$ cat src/rtl/fc_layer_sched_pkg.sv
// =============================================================================
// Module : fc_layer_sched_pkg
// Brief  : Shared defaults, FSM encoding and address-width helper for the
//          fully-connected layer scheduler.
// Rev    : 1.0  initial release
// =============================================================================
`default_nettype none

package fc_layer_sched_pkg;

    localparam int c_DEF_BIT_WIDTH = 8;
    localparam int c_DEF_OUT_WIDTH = 32;
    localparam int c_DEF_N_PAIRS   = 36;
    localparam int c_DEF_N_OUT     = 10;
    localparam int c_DEF_RELU      = 0;
    localparam int c_DEF_TIMEOUT   = 40;

    typedef enum logic [2:0] {
        S_IDLE  = 3'd0,
        S_CLR   = 3'd1,
        S_RUN   = 3'd2,
        S_STORE = 3'd3,
        S_DONE  = 3'd4
    } state_t;

    // Keeps single-entry ranges at one address bit instead of zero.
    function automatic int addr_width(input int n);
        return (n > 1) ? $clog2(n) : 1;
    endfunction

endpackage

`default_nettype wire

$ cat src/rtl/fc_layer_sched_if.sv
// =============================================================================
// Module : fc_layer_sched_if
// Brief  : Control, MAC and output-buffer signals of the layer scheduler.
// Rev    : 1.0  initial release
// =============================================================================
`default_nettype none

interface fc_layer_sched_if
    import fc_layer_sched_pkg::*;
#(
    parameter int OUT_WIDTH = c_DEF_OUT_WIDTH,
    parameter int N_PAIRS   = c_DEF_N_PAIRS,
    parameter int N_OUT     = c_DEF_N_OUT
) ();

    localparam int c_IN_AW = addr_width(N_PAIRS);
    localparam int c_W_AW  = addr_width(N_OUT * N_PAIRS);
    localparam int c_N_AW  = addr_width(N_OUT);

    logic                        start_i;
    logic                        busy_o;
    logic                        done_o;
    logic                        err_o;
    logic [c_IN_AW-1:0]          in_addr_o;
    logic [c_W_AW-1:0]           w_addr_o;
    logic [c_N_AW-1:0]           b_addr_o;
    logic                        mac_rst_n_o;
    logic                        mac_en_o;
    logic                        mac_ready_i;
    logic signed [OUT_WIDTH-1:0] mac_value_i;
    logic                        out_wr_en_o;
    logic [c_N_AW-1:0]           out_addr_o;
    logic signed [OUT_WIDTH-1:0] out_data_o;
    logic [c_N_AW-1:0]           class_idx_o;
    logic signed [OUT_WIDTH-1:0] class_val_o;

    // Scheduler side.
    modport master (
        input  start_i, mac_ready_i, mac_value_i,
        output busy_o, done_o, err_o, in_addr_o, w_addr_o, b_addr_o,
               mac_rst_n_o, mac_en_o, out_wr_en_o, out_addr_o, out_data_o,
               class_idx_o, class_val_o
    );

    // Host / MAC / memory side.
    modport slave (
        output start_i, mac_ready_i, mac_value_i,
        input  busy_o, done_o, err_o, in_addr_o, w_addr_o, b_addr_o,
               mac_rst_n_o, mac_en_o, out_wr_en_o, out_addr_o, out_data_o,
               class_idx_o, class_val_o
    );

endinterface

`default_nettype wire

$ cat src/rtl/fc_layer_sched_argmax.sv
// =============================================================================
// Module : fc_layer_sched_argmax
// Brief  : Running signed maximum and its index; strict compare keeps the
//          earliest index on ties.
// Rev    : 1.0  initial release
// =============================================================================
`default_nettype none

module fc_layer_sched_argmax #(
    parameter int OUT_WIDTH = 32,
    parameter int IDX_W     = 4
) (
    input  logic                        clk,
    input  logic                        rst,
    input  logic                        clr_i,
    input  logic                        upd_i,
    input  logic [IDX_W-1:0]            idx_i,
    input  logic signed [OUT_WIDTH-1:0] val_i,
    output logic [IDX_W-1:0]            idx_o,
    output logic signed [OUT_WIDTH-1:0] val_o
);

    localparam logic signed [OUT_WIDTH-1:0] c_MOST_NEG = {1'b1, {(OUT_WIDTH-1){1'b0}}};

    logic [IDX_W-1:0]            idx_q, idx_d;
    logic signed [OUT_WIDTH-1:0] val_q, val_d;
    logic                        w_take;

    always_comb begin
        w_take = upd_i && (val_i > val_q);
        idx_d  = idx_q;
        val_d  = val_q;
        if (clr_i) begin
            idx_d = '0;
            val_d = c_MOST_NEG;
        end else if (w_take) begin
            idx_d = idx_i;
            val_d = val_i;
        end
    end

    always_ff @(posedge clk) begin
        if (rst) begin
            idx_q <= '0;
            val_q <= '0;
        end else begin
            idx_q <= idx_d;
            val_q <= val_d;
        end
    end

    assign idx_o = idx_q;
    assign val_o = val_q;

endmodule

`default_nettype wire

$ cat src/rtl/fc_layer_sched.sv
// =============================================================================
// Module : fc_layer_sched
// Brief  : Walks the neurons of a 2-input FC layer through the MAC, stores
//          each result (optional ReLU) and tracks the layer argmax.
// Rev    : 1.0  initial release
// =============================================================================
`default_nettype none

module fc_layer_sched
    import fc_layer_sched_pkg::*;
#(
    parameter int OUT_WIDTH = c_DEF_OUT_WIDTH,
    parameter int N_PAIRS   = c_DEF_N_PAIRS,
    parameter int N_OUT     = c_DEF_N_OUT,
    parameter int RELU      = c_DEF_RELU,
    parameter int TIMEOUT   = c_DEF_TIMEOUT
) (
    input  logic             clk,
    input  logic             rst,
    fc_layer_sched_if.master bus
);

    localparam int c_IN_AW  = addr_width(N_PAIRS);
    localparam int c_W_AW   = addr_width(N_OUT * N_PAIRS);
    localparam int c_N_AW   = addr_width(N_OUT);
    localparam int c_RUN_W  = addr_width(TIMEOUT + 1);

    localparam logic [c_IN_AW-1:0] c_LAST_PAIR   = c_IN_AW'(N_PAIRS - 1);
    localparam logic [c_IN_AW-1:0] c_IN_ONE      = c_IN_AW'(1);
    localparam logic [c_W_AW-1:0]  c_W_ONE       = c_W_AW'(1);
    localparam logic [c_W_AW-1:0]  c_W_STRIDE    = c_W_AW'(N_PAIRS);
    localparam logic [c_N_AW-1:0]  c_N_ONE       = c_N_AW'(1);
    localparam logic [c_N_AW-1:0]  c_LAST_NEURON = c_N_AW'(N_OUT - 1);
    localparam logic [c_RUN_W-1:0] c_RUN_ONE     = c_RUN_W'(1);
    localparam logic [c_RUN_W-1:0] c_RUN_LAST    = c_RUN_W'(TIMEOUT - 1);

    state_t                      state_q;
    logic [c_N_AW-1:0]           neuron_q;
    logic [c_IN_AW-1:0]          in_addr_q;
    logic [c_W_AW-1:0]           w_addr_q;
    logic [c_W_AW-1:0]           w_base_q;
    logic [c_RUN_W-1:0]          run_cnt_q;
    logic                        busy_q;
    logic                        done_q;
    logic                        err_q;
    logic                        mac_rst_n_q;
    logic                        out_wr_en_q;
    logic signed [OUT_WIDTH-1:0] out_data_q;

    logic                        w_addr_adv;
    logic                        w_am_clr;
    logic                        w_am_upd;
    logic signed [OUT_WIDTH-1:0] w_store_val;

    if (RELU != 0) begin : g_relu
        assign w_store_val = bus.mac_value_i[OUT_WIDTH-1] ? '0 : bus.mac_value_i;
    end else begin : g_raw
        assign w_store_val = bus.mac_value_i;
    end

    // Addresses run one pair ahead of the MAC and park on the last pair.
    assign w_addr_adv = ((state_q == S_CLR) || (state_q == S_RUN)) && (in_addr_q != c_LAST_PAIR);
    assign w_am_clr   = (state_q == S_IDLE) && bus.start_i;
    assign w_am_upd   = (state_q == S_RUN) && bus.mac_ready_i;

    always_ff @(posedge clk) begin
        if (rst) begin
            state_q     <= S_IDLE;
            neuron_q    <= '0;
            in_addr_q   <= '0;
            w_addr_q    <= '0;
            w_base_q    <= '0;
            run_cnt_q   <= '0;
            busy_q      <= 1'b0;
            done_q      <= 1'b0;
            err_q       <= 1'b0;
            mac_rst_n_q <= 1'b0;
            out_wr_en_q <= 1'b0;
            out_data_q  <= '0;
        end else begin
            done_q      <= 1'b0;
            out_wr_en_q <= 1'b0;
            if (w_addr_adv) begin
                in_addr_q <= in_addr_q + c_IN_ONE;
                w_addr_q  <= w_addr_q + c_W_ONE;
            end
            unique case (state_q)
                S_IDLE: begin
                    if (bus.start_i) begin
                        state_q     <= S_CLR;
                        busy_q      <= 1'b1;
                        err_q       <= 1'b0;
                        neuron_q    <= '0;
                        w_base_q    <= '0;
                        in_addr_q   <= '0;
                        w_addr_q    <= '0;
                        mac_rst_n_q <= 1'b0;
                    end
                end
                S_CLR: begin
                    state_q     <= S_RUN;
                    mac_rst_n_q <= 1'b1;
                    run_cnt_q   <= '0;
                end
                S_RUN: begin
                    if (bus.mac_ready_i) begin
                        state_q     <= S_STORE;
                        out_wr_en_q <= 1'b1;
                        out_data_q  <= w_store_val;
                    end else if (run_cnt_q == c_RUN_LAST) begin
                        state_q <= S_DONE;
                        err_q   <= 1'b1;
                        done_q  <= 1'b1;
                    end else begin
                        run_cnt_q <= run_cnt_q + c_RUN_ONE;
                    end
                end
                S_STORE: begin
                    if (neuron_q == c_LAST_NEURON) begin
                        state_q <= S_DONE;
                        done_q  <= 1'b1;
                    end else begin
                        state_q     <= S_CLR;
                        neuron_q    <= neuron_q + c_N_ONE;
                        w_base_q    <= w_base_q + c_W_STRIDE;
                        w_addr_q    <= w_base_q + c_W_STRIDE;
                        in_addr_q   <= '0;
                        mac_rst_n_q <= 1'b0;
                    end
                end
                S_DONE: begin
                    state_q <= S_IDLE;
                    busy_q  <= 1'b0;
                end
                default: state_q <= S_IDLE;
            endcase
        end
    end

    fc_layer_sched_argmax #(
        .OUT_WIDTH (OUT_WIDTH),
        .IDX_W     (c_N_AW)
    ) u_argmax (
        .clk   (clk),
        .rst   (rst),
        .clr_i (w_am_clr),
        .upd_i (w_am_upd),
        .idx_i (neuron_q),
        .val_i (bus.mac_value_i),
        .idx_o (bus.class_idx_o),
        .val_o (bus.class_val_o)
    );

    assign bus.busy_o      = busy_q;
    assign bus.done_o      = done_q;
    assign bus.err_o       = err_q;
    assign bus.in_addr_o   = in_addr_q;
    assign bus.w_addr_o    = w_addr_q;
    assign bus.b_addr_o    = neuron_q;
    // The MAC must see reset for as long as the scheduler is held in reset.
    assign bus.mac_rst_n_o = mac_rst_n_q & ~rst;
    assign bus.mac_en_o    = (state_q == S_RUN) & ~bus.mac_ready_i;
    assign bus.out_wr_en_o = out_wr_en_q;
    assign bus.out_addr_o  = neuron_q;
    assign bus.out_data_o  = out_data_q;

endmodule

`default_nettype wire

$ cat src/flat_wrapper.sv
// flat-port wrapper written by rule: the top's interface ports become plain ports
module fc_layer_sched_flat import fc_layer_sched_pkg::*;
#(
    parameter int OUT_WIDTH = c_DEF_OUT_WIDTH,
    parameter int N_PAIRS   = c_DEF_N_PAIRS,
    parameter int N_OUT     = c_DEF_N_OUT,
    parameter int RELU      = c_DEF_RELU,
    parameter int TIMEOUT   = c_DEF_TIMEOUT
)
  (clk, rst, bus_start_i, bus_mac_ready_i, bus_mac_value_i, bus_busy_o, bus_done_o, bus_err_o, bus_in_addr_o, bus_w_addr_o, bus_b_addr_o, bus_mac_rst_n_o, bus_mac_en_o, bus_out_wr_en_o, bus_out_addr_o, bus_out_data_o, bus_class_idx_o, bus_class_val_o);
  fc_layer_sched_if #(.OUT_WIDTH(OUT_WIDTH), .N_PAIRS(N_PAIRS), .N_OUT(N_OUT)) bus_i ();
  input  logic clk;
  input  logic rst;
  input wire logic [$bits(bus_i.start_i)-1:0] bus_start_i;
  input wire logic [$bits(bus_i.mac_ready_i)-1:0] bus_mac_ready_i;
  input wire logic [$bits(bus_i.mac_value_i)-1:0] bus_mac_value_i;
  output wire logic [$bits(bus_i.busy_o)-1:0] bus_busy_o;
  output wire logic [$bits(bus_i.done_o)-1:0] bus_done_o;
  output wire logic [$bits(bus_i.err_o)-1:0] bus_err_o;
  output wire logic [$bits(bus_i.in_addr_o)-1:0] bus_in_addr_o;
  output wire logic [$bits(bus_i.w_addr_o)-1:0] bus_w_addr_o;
  output wire logic [$bits(bus_i.b_addr_o)-1:0] bus_b_addr_o;
  output wire logic [$bits(bus_i.mac_rst_n_o)-1:0] bus_mac_rst_n_o;
  output wire logic [$bits(bus_i.mac_en_o)-1:0] bus_mac_en_o;
  output wire logic [$bits(bus_i.out_wr_en_o)-1:0] bus_out_wr_en_o;
  output wire logic [$bits(bus_i.out_addr_o)-1:0] bus_out_addr_o;
  output wire logic [$bits(bus_i.out_data_o)-1:0] bus_out_data_o;
  output wire logic [$bits(bus_i.class_idx_o)-1:0] bus_class_idx_o;
  output wire logic [$bits(bus_i.class_val_o)-1:0] bus_class_val_o;
  assign bus_i.start_i = bus_start_i;
  assign bus_i.mac_ready_i = bus_mac_ready_i;
  assign bus_i.mac_value_i = bus_mac_value_i;
  assign bus_busy_o = bus_i.busy_o;
  assign bus_done_o = bus_i.done_o;
  assign bus_err_o = bus_i.err_o;
  assign bus_in_addr_o = bus_i.in_addr_o;
  assign bus_w_addr_o = bus_i.w_addr_o;
  assign bus_b_addr_o = bus_i.b_addr_o;
  assign bus_mac_rst_n_o = bus_i.mac_rst_n_o;
  assign bus_mac_en_o = bus_i.mac_en_o;
  assign bus_out_wr_en_o = bus_i.out_wr_en_o;
  assign bus_out_addr_o = bus_i.out_addr_o;
  assign bus_out_data_o = bus_i.out_data_o;
  assign bus_class_idx_o = bus_i.class_idx_o;
  assign bus_class_val_o = bus_i.class_val_o;
  fc_layer_sched #(.OUT_WIDTH(OUT_WIDTH), .N_PAIRS(N_PAIRS), .N_OUT(N_OUT), .RELU(RELU), .TIMEOUT(TIMEOUT)) u_core (.clk(clk), .rst(rst), .bus(bus_i));
endmodule
$ cat config.mk
export PLATFORM = sky130hd
export DESIGN_NAME = fc_layer_sched_flat
export DESIGN_NICKNAME = d
export VERILOG_FILES = /design/src/rtl/fc_layer_sched_pkg.sv /design/src/rtl/fc_layer_sched_if.sv /design/src/rtl/fc_layer_sched_argmax.sv /design/src/rtl/fc_layer_sched.sv /design/src/flat_wrapper.sv
export SDC_FILE = /design/constraint.sdc
export NUM_CORES = 1
export LEC_CHECK = 0
export BUFFER_PORTS_ARGS = -buffer_cell sky130_fd_sc_hd__buf_2
export CORE_AREA = 2 2 174 108
export CTS_BUF_LIST = sky130_fd_sc_hd__clkbuf_4 sky130_fd_sc_hd__clkbuf_8
export DETAILED_ROUTE_END_ITERATION = 8
export DIE_AREA = 0 0 176 110
export GPL_TIMING_DRIVEN = 0
export HOLD_SLACK_MARGIN = 0.15
export SYNTH_ARGS = -nofsm -noshare
export SYNTH_HDL_FRONTEND = slang
export SYNTH_SLANG_ARGS = --single-unit
$ cat constraint.sdc
create_clock -name clk -period 6.18 [get_ports clk]
set_clock_uncertainty 0.05 [all_clocks]
set_input_delay 0.618 -clock clk [delete_from_list [all_inputs] [get_ports clk]]
set_output_delay 0.618 -clock clk [all_outputs]
set_load 0.05 [all_outputs]
Yosys cells after proc, flatten, opt, wreduce, memory -nomap -nowiden

Cells that the tools add are included.

Output and inout bits: 97
Register bits: 110
Input port bits: 36

Reduce and logical (&&, ||, !) cells: 21
$add $sub $neg: 5
Multiplexer cells: 37
Bitwise logic cells: 5
$lt $le $gt $ge: 1
Equality and inequality tests: 13

Operators by type and width:

| operator                                                         | count |
|---|---|
| 32-bit two-way mux                                               | 2 |
| 9-bit two-way mux                                                | 5 |
| 9-bit case mux with 2 select lines                               | 2 |
| 32-bit > comparator                                              | 1 |
| 6-bit two-way mux                                                | 5 |
| 6-bit case mux with 2 select lines                               | 2 |
| 6-bit by 1-bit adder with 6-bit output (second input constant)   | 2 |
| 3-bit two-way mux                                                | 4 |
| 3-bit case mux with 4 select lines                               | 1 |
| 2-bit inequality test (second input constant)                    | 5 |
| 2-bit nonzero test                                               | 5 |
| 9-bit by 1-bit adder with 9-bit output (second input constant)   | 1 |
| 9-bit by 6-bit adder with 9-bit output (second input constant)   | 1 |
| 1-bit two-way mux                                                | 9 |
| 3-bit AND reduction                                              | 3 |
| 4-bit two-way mux                                                | 2 |
| 4-bit case mux with 2 select lines                               | 1 |
| 3-bit by 2-bit == test with 1-bit output (second input constant) | 2 |
| 6-bit == test (second input constant)                            | 1 |
| 6-bit inequality test (second input constant)                    | 1 |
| 1-bit case mux with 2 select lines                               | 3 |
| 2-bit AND reduction                                              | 3 |
| 4-bit by 1-bit adder with 4-bit output (second input constant)   | 1 |
| 4-bit == test (second input constant)                            | 1 |
| 12 further kinds                                                 | 19 |

Depth between registers and ports, before layout

Gate-level depths: netlist of the first run.

Word-level depth: 6
Depth in mapped cells: 10
Mapped depth without buffers: 8

Hierarchy

A second synthesis of the first run with hierarchy kept.

Cells, all modules: 621
Area, all modules: 5291.3 sq um

By module, submodules not included:

| module                | cells each | area an instance (sq um) | times used | seq. area each (sq um) |
|---|---|---|---|---|
| fc_layer_sched        | 350        | 3001.6                   | 1          | 1441.4 |
| fc_layer_sched_argmax | 271        | 2289.7                   | 1          | 720.7 |

Worst setup path before layout of the first run

OpenSTA, ideal clock, no wires.

Kind: reg2reg
From: register u_core.u_argmax.val_q[30], in the netlist u_core.u_argmax.val_o[30]
To: register u_core.u_argmax.idx_q[0], in the netlist u_core.u_argmax.idx_o[0]
Setup time: 72 ps
Stages on the path, launching flop included: 11
Clock period less this slack: 2735 ps
Data arrival time: 2613 ps
Slack: 3445 ps
Required time: 6058 ps
Cell sequence: dfxtp_1 > inv_1 > ha_1 > a21oi_2 > nand2_1 > a221o_1 > or3_1 > a31oi_1 > buf_6 > buf_12 > mux2i_1

Cells in the longest elaborated chain, start to end: 2

Ends and longest elaborated chain:

| element                | line                        | RTL |
|---|---|---|
| from (decl)            | fc_layer_sched_argmax.sv:26 | `logic signed [OUT_WIDTH-1:0] val_q, val_d;` |
| from (signal assigned) | fc_layer_sched_argmax.sv:48 | `val_q <= val_d;` |
| 32-bit > comparator    | fc_layer_sched_argmax.sv:30 | `w_take = upd_i && (val_i > val_q);` |
| 1-bit logical AND      | fc_layer_sched_argmax.sv:30 |  |
| to (signal assigned)   | fc_layer_sched_argmax.sv:47 | `idx_q <= idx_d;` |
| to (decl)              | fc_layer_sched_argmax.sv:25 | `logic [IDX_W-1:0] idx_q, idx_d;` |

Every way passes these cells.
A chain may end at the register's enable or synchronous reset.

Worst setup path in the final report of the first run

From: register u_core.u_argmax.val_q[27], in the netlist u_core.u_argmax.val_o[27]
To: register u_core.u_argmax.val_q[12], in the netlist u_core.u_argmax.val_o[12]

Cells in the longest elaborated chain, start to end: 2

Ends and longest elaborated chain:

| element             | line |
|---|---|
| 32-bit > comparator | fc_layer_sched_argmax.sv:30 |
| 1-bit logical AND   | fc_layer_sched_argmax.sv:30 |

Every way passes these cells.

==> impl_metrics.py, run 1 <==
metrics = {
    "critical_path": {
        "worstSetupPathType": "flip-flop to flip-flop",
        "cp-start-kind": "flip-flop",
        "crit_required_ps": 6430,
        "arrival_ps": 3020,
        "reg2reg_slack_ps": 3410,
        "crit_chain": "inv_1, ha_1, nand4_1, nor4_1, o41ai_1, a31oi_1, buf_6, buf_12, mux2i_1",
        "cp_num_buf_inv": 3,
        "path_max_fanout": 10,
        "crit_family": "simple AND/OR/NAND/NOR gates",
        "cp_slowest_stage_delay_ps": 650,
        "cp_slowest_cell": "nor4_1",
        "end_kind": "flip-flop",
    },
    "clock_network": {
        "path_clk_slew_ps": 120,
        "clock_path_buffers": 2,
        "numClockSinks": 108,
        "htree_levels": 3,
        "clock_latency_ps": 380,
        "cts_root_buf": "clkbuf_8",
        "cts_tree": "yes",
        "post_cts_buffers": 0,
        "hold_buffers": 0,
        "cts_inserted_buffers": 9,
        "cts_resized": 0,
    },
    "place": {
        "numPlacedInstances": 999,
        "gp_congestion": 0.796,
        "numPortBuffers": 131,
        "pre_cts_ws_ps": 3110,
        "place_hpwl_um": 11500,
        "placed_area_um2": 6180,
    },
    "yosys": {
        "synth_area_um2": 5230,
        "avgSynthCellArea_um2": 8.32,
        "synth.area.top_cells": "dfxtp_1 41%, nand2_1 12%, ha_1 9.1%",
        "ys_types": 46,
        "synth-main-ff-cell": "dfxtp_1",
        "seq_area_frac_synth_pct": 41.4,
        "synthCells": 628,
        "async_reset_ff_share_pct": 0,
        "synth_top_cell_by_area": "dfxtp_1",
        "ys_warn_count": 0,
        "yosysTopAreaCellShare_pct": 41.4,
        "synth_nets": 702,
        "synth_edf_count": 0,
        "ys_ff_latch": 108,
    },
    "sta": {
        "setup_violations": 0,
        "finalCritPeriodShare_pct": 44.9,
        "finalMaxSlewViolations": 0,
        "rsz0062_at_grt": "false",
        "timing.hold.ws_ps": 410,
        "hold_viol": 0,
        "finalCriticalPeriod_ps": 2770,
        "fin_ws_ps": 3410,
        "finalSetupTns_ps": 0,
        "worstMarginPinSlew_ps": 749,
        "fmax_mhz": 360,
        "slew_headroom_pct": 49.4,
    },
    "detailed_routing": {
        "wl_per_cell_um": 14.3,
        "drt_iter0_markers": 244,
        "drt.antenna.violating_nets": 0,
        "drt_wl_total_um": 14500,
        "vias": 4549,
        "routed_via_density": 4.48,
        "first_pass_iters": 4,
        "drt_drc_violations_left": 0,
    },
    "floorplan": {
        "initial_utilization_pct": 29.5,
        "rows": 38,
        "die_area_um2": 19400,
        "coreArea_um2": 17700,
        "boundaryPins": 133,
        "die_h_um": 110,
        "die_w_um": 176,
    },
    "cells_and_area": {
        "final_layout_size_suffix_gt1_share_pct": 21.9,
        "fillers": 1879,
        "regArea_um2": 2160,
        "fin_cells": 1015,
        "diodes": 0,
        "multi_input_area_um2": 2730,
        "design_area_um2": 6370,
        "final_net_count": 844,
        "fin_util_pct": 35.9,
        "area_growth_pct": 21.9,
    },
    "power_and_ir_drop": {
        "power.leakage_nw": 2.65,
        "power.share.sequential_pct": 47.0,
        "power.switching_mw": 0.601,
        "power_density_nw_per_um2": 254,
        "comb_power_share_pct": 26.6,
        "p_total_mw": 1.62,
        "p_clk_share_pct": 26.4,
        "internal_power_mw": 1.02,
        "vdd_drop_max_mv": 0.105,
        "p_sw_share_pct": 37.1,
    },
    "global_routing": {
        "grt_max_degree": 20,
        "antenna_found_initial": 0,
        "global_route.usage.total_pct": 15.3,
        "grt_pass1_vias": 4212,
        "grt_overflow_total": 0,
        "grt_pass1_wl_um": 22700,
    },
    "min_path": {
        "hold_path_class": "flip-flop to flip-flop",
    },
    "job": {
        "max-cap-violations": 0,
    },
    "run_status": {
        "status": "complete, no violations",
    },
}
## final timing paths
kind / end / startpoint / cells after the start
worst max-delay path: u_core.u_argmax.val_o[12] / u_core.u_argmax.val_o[27] / 9
worst min-delay path: u_core.bus.out_data_o[9] / u_core.bus.out_data_o[9] / 2
worst max register to register: u_core.u_argmax.val_o[12] / u_core.u_argmax.val_o[27] / 9
worst min register to register: u_core.bus.out_data_o[9] / u_core.bus.out_data_o[9] / 2
## state kept, by name (all words and copies together), names as in the netlist, 3 cells and up
signal,flops
u_core.bus.b_addr_o,4
u_core.bus.in_addr_o,6
u_core.bus.out_data_o,32
u_core.bus.w_addr_o,9
u_core.run_cnt_q,6
u_core.state_q,3
u_core.u_argmax.idx_o,4
u_core.u_argmax.val_o,32
u_core.w_base_q,7
## cell families (layout without fill, tap and decap cells)
family | Yosys count | after routing | share of synthesized area, %
and+or+nand+nor | 256 | 256 | 20.9
DFF | 108 | 108 | 41.4
AOI/OAI and AO/OA | 97 | 97 | 11.1
buffers and inverters | 68 | 215 | 6.46
adders and majority gates | 38 | 38 | 9.10
muxes | 37 | 37 | 7.08
xor gates and xnor gates | 24 | 24 | 4.02
## final cells by class
type / instances / share of cell area (%)
sequential: 108 / 33.9
clock buffer: 10 / 2.06
tap: 240 / 4.71
clock inverter: 6 / 0.864
buffer: 32 / 3.18
multi-input combinational: 452 / 42.8
inverter: 36 / 2.12
timing repair buffer: 131 / 10.3
## power groups by stage
stage	registers [mW]	logic (mW)	clock network, mW
after detailed placement	0.777	0.435	0
final	0.761	0.431	0.427
after global placement	0.776	0.432	0
after floorplan	0.874	0.215	0
after global routing	0.766	0.473	0.471
after CTS	0.761	0.436	0.450
## routing by layer
metal	wire length, µm	GRT usage (%)	vias to the layer above	part of all wire [%]
li1	-	-	2383	-
met1	7970	22.8	2062	55
met2	5560	21.7	98	38
met3	966	4.42	6	6.6
met4	57	2.77	0	0.39
met5	0	0	-	0
## Yosys cell counts (6+ instances only)
cell	instances
nand2_1	169
dfxtp_1	108
a21oi_1	53
ha_1	38
mux2i_1	37
nor2_1	37
inv_1	36
nand4_1	16
clkbuf_1	15
o21ai_0	14
xor2_1	14
xnor2_1	10
buf_2	9
nand3_1	6
## cells in the final DEF, fill, tap and decap left out, types with 3 or more instances in the layout
cell	n
nand2_1	169
buf_2	140
dfxtp_1	108
a21oi_1	53
ha_1	38
nor2_1	37
mux2i_1	37
inv_1	36
nand4_1	16
clkbuf_1	15
xor2_1	14
o21ai_0	14
xnor2_1	10
clkbuf_8	9
nand3_1	6
and2_1	4
and3_1	4
o22ai_1	4
a31oi_1	4
a21o_1	4
nor2b_1	4
buf_4	4
buf_12	3
nand2b_1	3
## tightest hold or removal path: stages, from the launching register on
cell     delay (ps)
dfxtp_1         330
nand2_1          50
a21oi_1          50
(Power assumes the default switching activity.)
==> run 2, diff against run 1 <==
Settings changed: ABC_AREA set to 1, CORE_AREA 2 2 174 108 to 2 2 172 106, DIE_AREA 0 0 176 110 to 0 0 174 108.
Clock period 6.18 ns to 2.9 ns, I/O delays scaled along.
==> run 2 against run 1 <==
Compared with the run above: synthesized cell count grew 3.7%; flip-flop and latch count unchanged; combinational power up 150%; clock power grew 110%; critical path type is now input pin to flip-flop.
==> impl_metrics.py, run 2 <==
metrics = {
    "run_status": {
        "status": "complete, no violations",
    },
    "detailed_routing": {
        "drt_iter0_markers": 270,
        "routed_via_density": 4.49,
        "wl_per_cell_um": 14.1,
        "first_pass_iters": 5,
        "drt_wl_total_um": 14700,
        "vias": 4703,
        "drt_drc_violations_left": 0,
        "drt.antenna.violating_nets": 0,
    },
    "cells_and_area": {
        "fin_util_pct": 37.4,
        "diodes": 0,
        "final_net_count": 882,
        "fillers": 1854,
        "design_area_um2": 6370,
        "layout_common_cells": "134 x buf_2, 108 x dfxtp_1, 96 x nor2_1",
        "layout_commonest_cell": "buf_2",
        "final_layout_size_suffix_gt1_share_pct": 22.5,
        "area_growth_pct": 25.0,
    },
    "place": {
        "pre_cts_ws_ps": 459,
        "place_hpwl_um": 11700,
        "numPortBuffers": 132,
        "gp_congestion": 0.789,
        "placed_area_um2": 6050,
    },
    "global_routing": {
        "grt_pass1_wl_um": 23400,
        "global_route.usage.total_pct": 16.0,
        "grt_max_degree": 20,
        "grt_pass1_vias": 4260,
        "grt_overflow_total": 0,
        "antenna_found_initial": 0,
    },
    "yosys": {
        "synth.top_cells.by_count": "108 x dfxtp_1, 96 x nor2_1, 84 x nand2_1",
        "avgSynthCellArea_um2": 7.82,
        "synth.area.top_cells": "dfxtp_1 42%, ha_1 9.3%, nor2_1 7.1%",
        "synth_edf_count": 0,
        "synth_top_cell_by_area": "dfxtp_1",
        "seq_area_frac_synth_pct": 42.4,
        "ys_ff_latch": 108,
        "yosysMostFrequentCell": "dfxtp_1",
        "synth_nets": 725,
        "ys_warn_count": 0,
        "yosysTopAreaCellShare_pct": 42.4,
        "synth-main-ff-cell": "dfxtp_1",
        "synth_area_um2": 5090,
        "async_reset_ff_share_pct": 0,
        "synthCells": 651,
        "ys_types": 40,
    },
    "min_path": {
        "hold_path_class": "input pin to flip-flop",
    },
    "power_and_ir_drop": {
        "vdd_drop_max_mv": 0.267,
        "internal_power_mw": 2.20,
        "power.switching_mw": 1.41,
        "power.share.sequential_pct": 45.6,
        "power.leakage_nw": 2.81,
        "comb_power_share_pct": 29.4,
        "power_density_nw_per_um2": 568,
        "p_sw_share_pct": 39.0,
        "p_clk_share_pct": 25.0,
    },
    "sta": {
        "finalSetupTns_ps": 0,
        "fmax_mhz": 391,
        "hold_viol": 0,
        "setup_violations": 0,
        "slew_headroom_pct": 60.4,
        "finalMaxSlewViolations": 0,
        "rsz0062_at_grt": "false",
        "worstMarginPinSlew_ps": 595,
        "finalCritPeriodShare_pct": 88.2,
        "timing.hold.ws_ps": 165,
        "fin_ws_ps": 341,
        "finalCriticalPeriod_ps": 2560,
    },
    "floorplan": {
        "boundaryPins": 133,
        "die_h_um": 108,
        "rows": 37,
        "coreArea_um2": 17000,
        "die_area_um2": 18800,
        "die_w_um": 174,
        "initial_utilization_pct": 29.9,
    },
    "clock_network": {
        "path_clk_slew_ps": 100,
        "clock_path_buffers": 2,
        "cts_inserted_buffers": 9,
        "cts_tree": "yes",
        "numClockSinks": 108,
        "htree_levels": 3,
        "cts_root_buf": "clkbuf_8",
        "clock_latency_ps": 380,
        "cts_resized": 0,
    },
    "critical_path": {
        "crit_required_ps": 3120,
        "cp-start-kind": "input pin",
        "end_kind": "flip-flop",
        "arrival_ps": 2780,
        "worstSetupPathType": "input pin to flip-flop",
        "path_max_fanout": 10,
    },
    "job": {
        "max-cap-violations": 0,
    },
}
[run 2: path summary, 6_finish.rpt]
| path | endpoint | cells past startpoint | slack, ps | from |
|---|---|---|---|---|
| setup / recovery | u_core.u_argmax.val_o[17] | 14 | 340 | bus_mac_value_i[11] |
| hold / removal | u_core.bus.out_data_o[1] | 3 | 160 | bus_mac_value_i[1] |
| setup reg to reg | u_core.u_argmax.idx_o[3] | 13 | 480 | u_core.u_argmax.val_o[17] |
| hold reg to reg | u_core.bus.busy_o | 2 | 410 | u_core.bus.busy_o |
[run 2: final cells by class]
class | count | area, µm² | share of cell area (%)
plain buffers | 27 | 160 | 2.51
clock buffers | 9 | 124 | 1.94
clock inverters | 7 | 57.6 | 0.904
inverters | 74 | 278 | 4.36
multi-input cells | 442 | 2490 | 39.2
flip-flops and latches | 108 | 2160 | 33.9
well taps | 234 | 293 | 4.60
repair buffers | 146 | 801 | 12.6
[run 2: metrics by stage]
stage / power (mW) / instances
after CTS: 3.66 / 1047
after detailed placement: 2.73 / 1017
after floorplan: 2.44 / 651
after global routing: 3.84 / 1047
final: 3.62 / 1047
after global placement: 2.72 / 1017
[run 2: cell families after synthesis]
logic type	share of synthesized area [%]
AOI/OAI and AO/OA	18.3
xor gates and xnor gates	0.860
adders and majority gates	9.33
buffers and inverters	8.60
DFF	42.4
and+or+nand+nor	20.5
[run 2: routing by layer]
metal / vias to the layer above / global-route usage (%) / routed length [µm]
li1: 2473 / - / -
met1: 2115 / 24.6 / 8150
met2: 108 / 21.8 / 5530
met3: 7 / 4.64 / 933
met4: 0 / 2.88 / 92
met5: - / 0 / 0
[run 2: power by group through the flow]
| stage | Sequential [mW] | Clock (mW) | Combinational [mW] |
|---|---|---|---|
| 2_1_floorplan | 1.97 | 0 | 0.469 |
| 3_3_place_gp | 1.68 | 0 | 1.04 |
| 3_5_place_dp | 1.68 | 0 | 1.05 |
| 4_1_cts | 1.65 | 0.940 | 1.07 |
| 5_1_grt | 1.67 | 1.01 | 1.17 |
| 6_report | 1.65 | 0.904 | 1.06 |
[run 2: what timing repair did]
item,CTS,global route
hold endpoints to repair,16,0
hold buffers,14,0
setup endpoints to repair,0,0
buffers inserted,0,0
[run 2: critical path, cell delays in order]
cell	delay, ps
dlygate4sd3_1	530
buf_2	140
ha_1	310
nand4_1	110
nor3_1	370
nand2_1	100
nand2_1	70
nand2_1	80
nand3_2	160
nand3_2	130
buf_6	180
buf_8	150
o21bai_2	120
a21oi_2	40
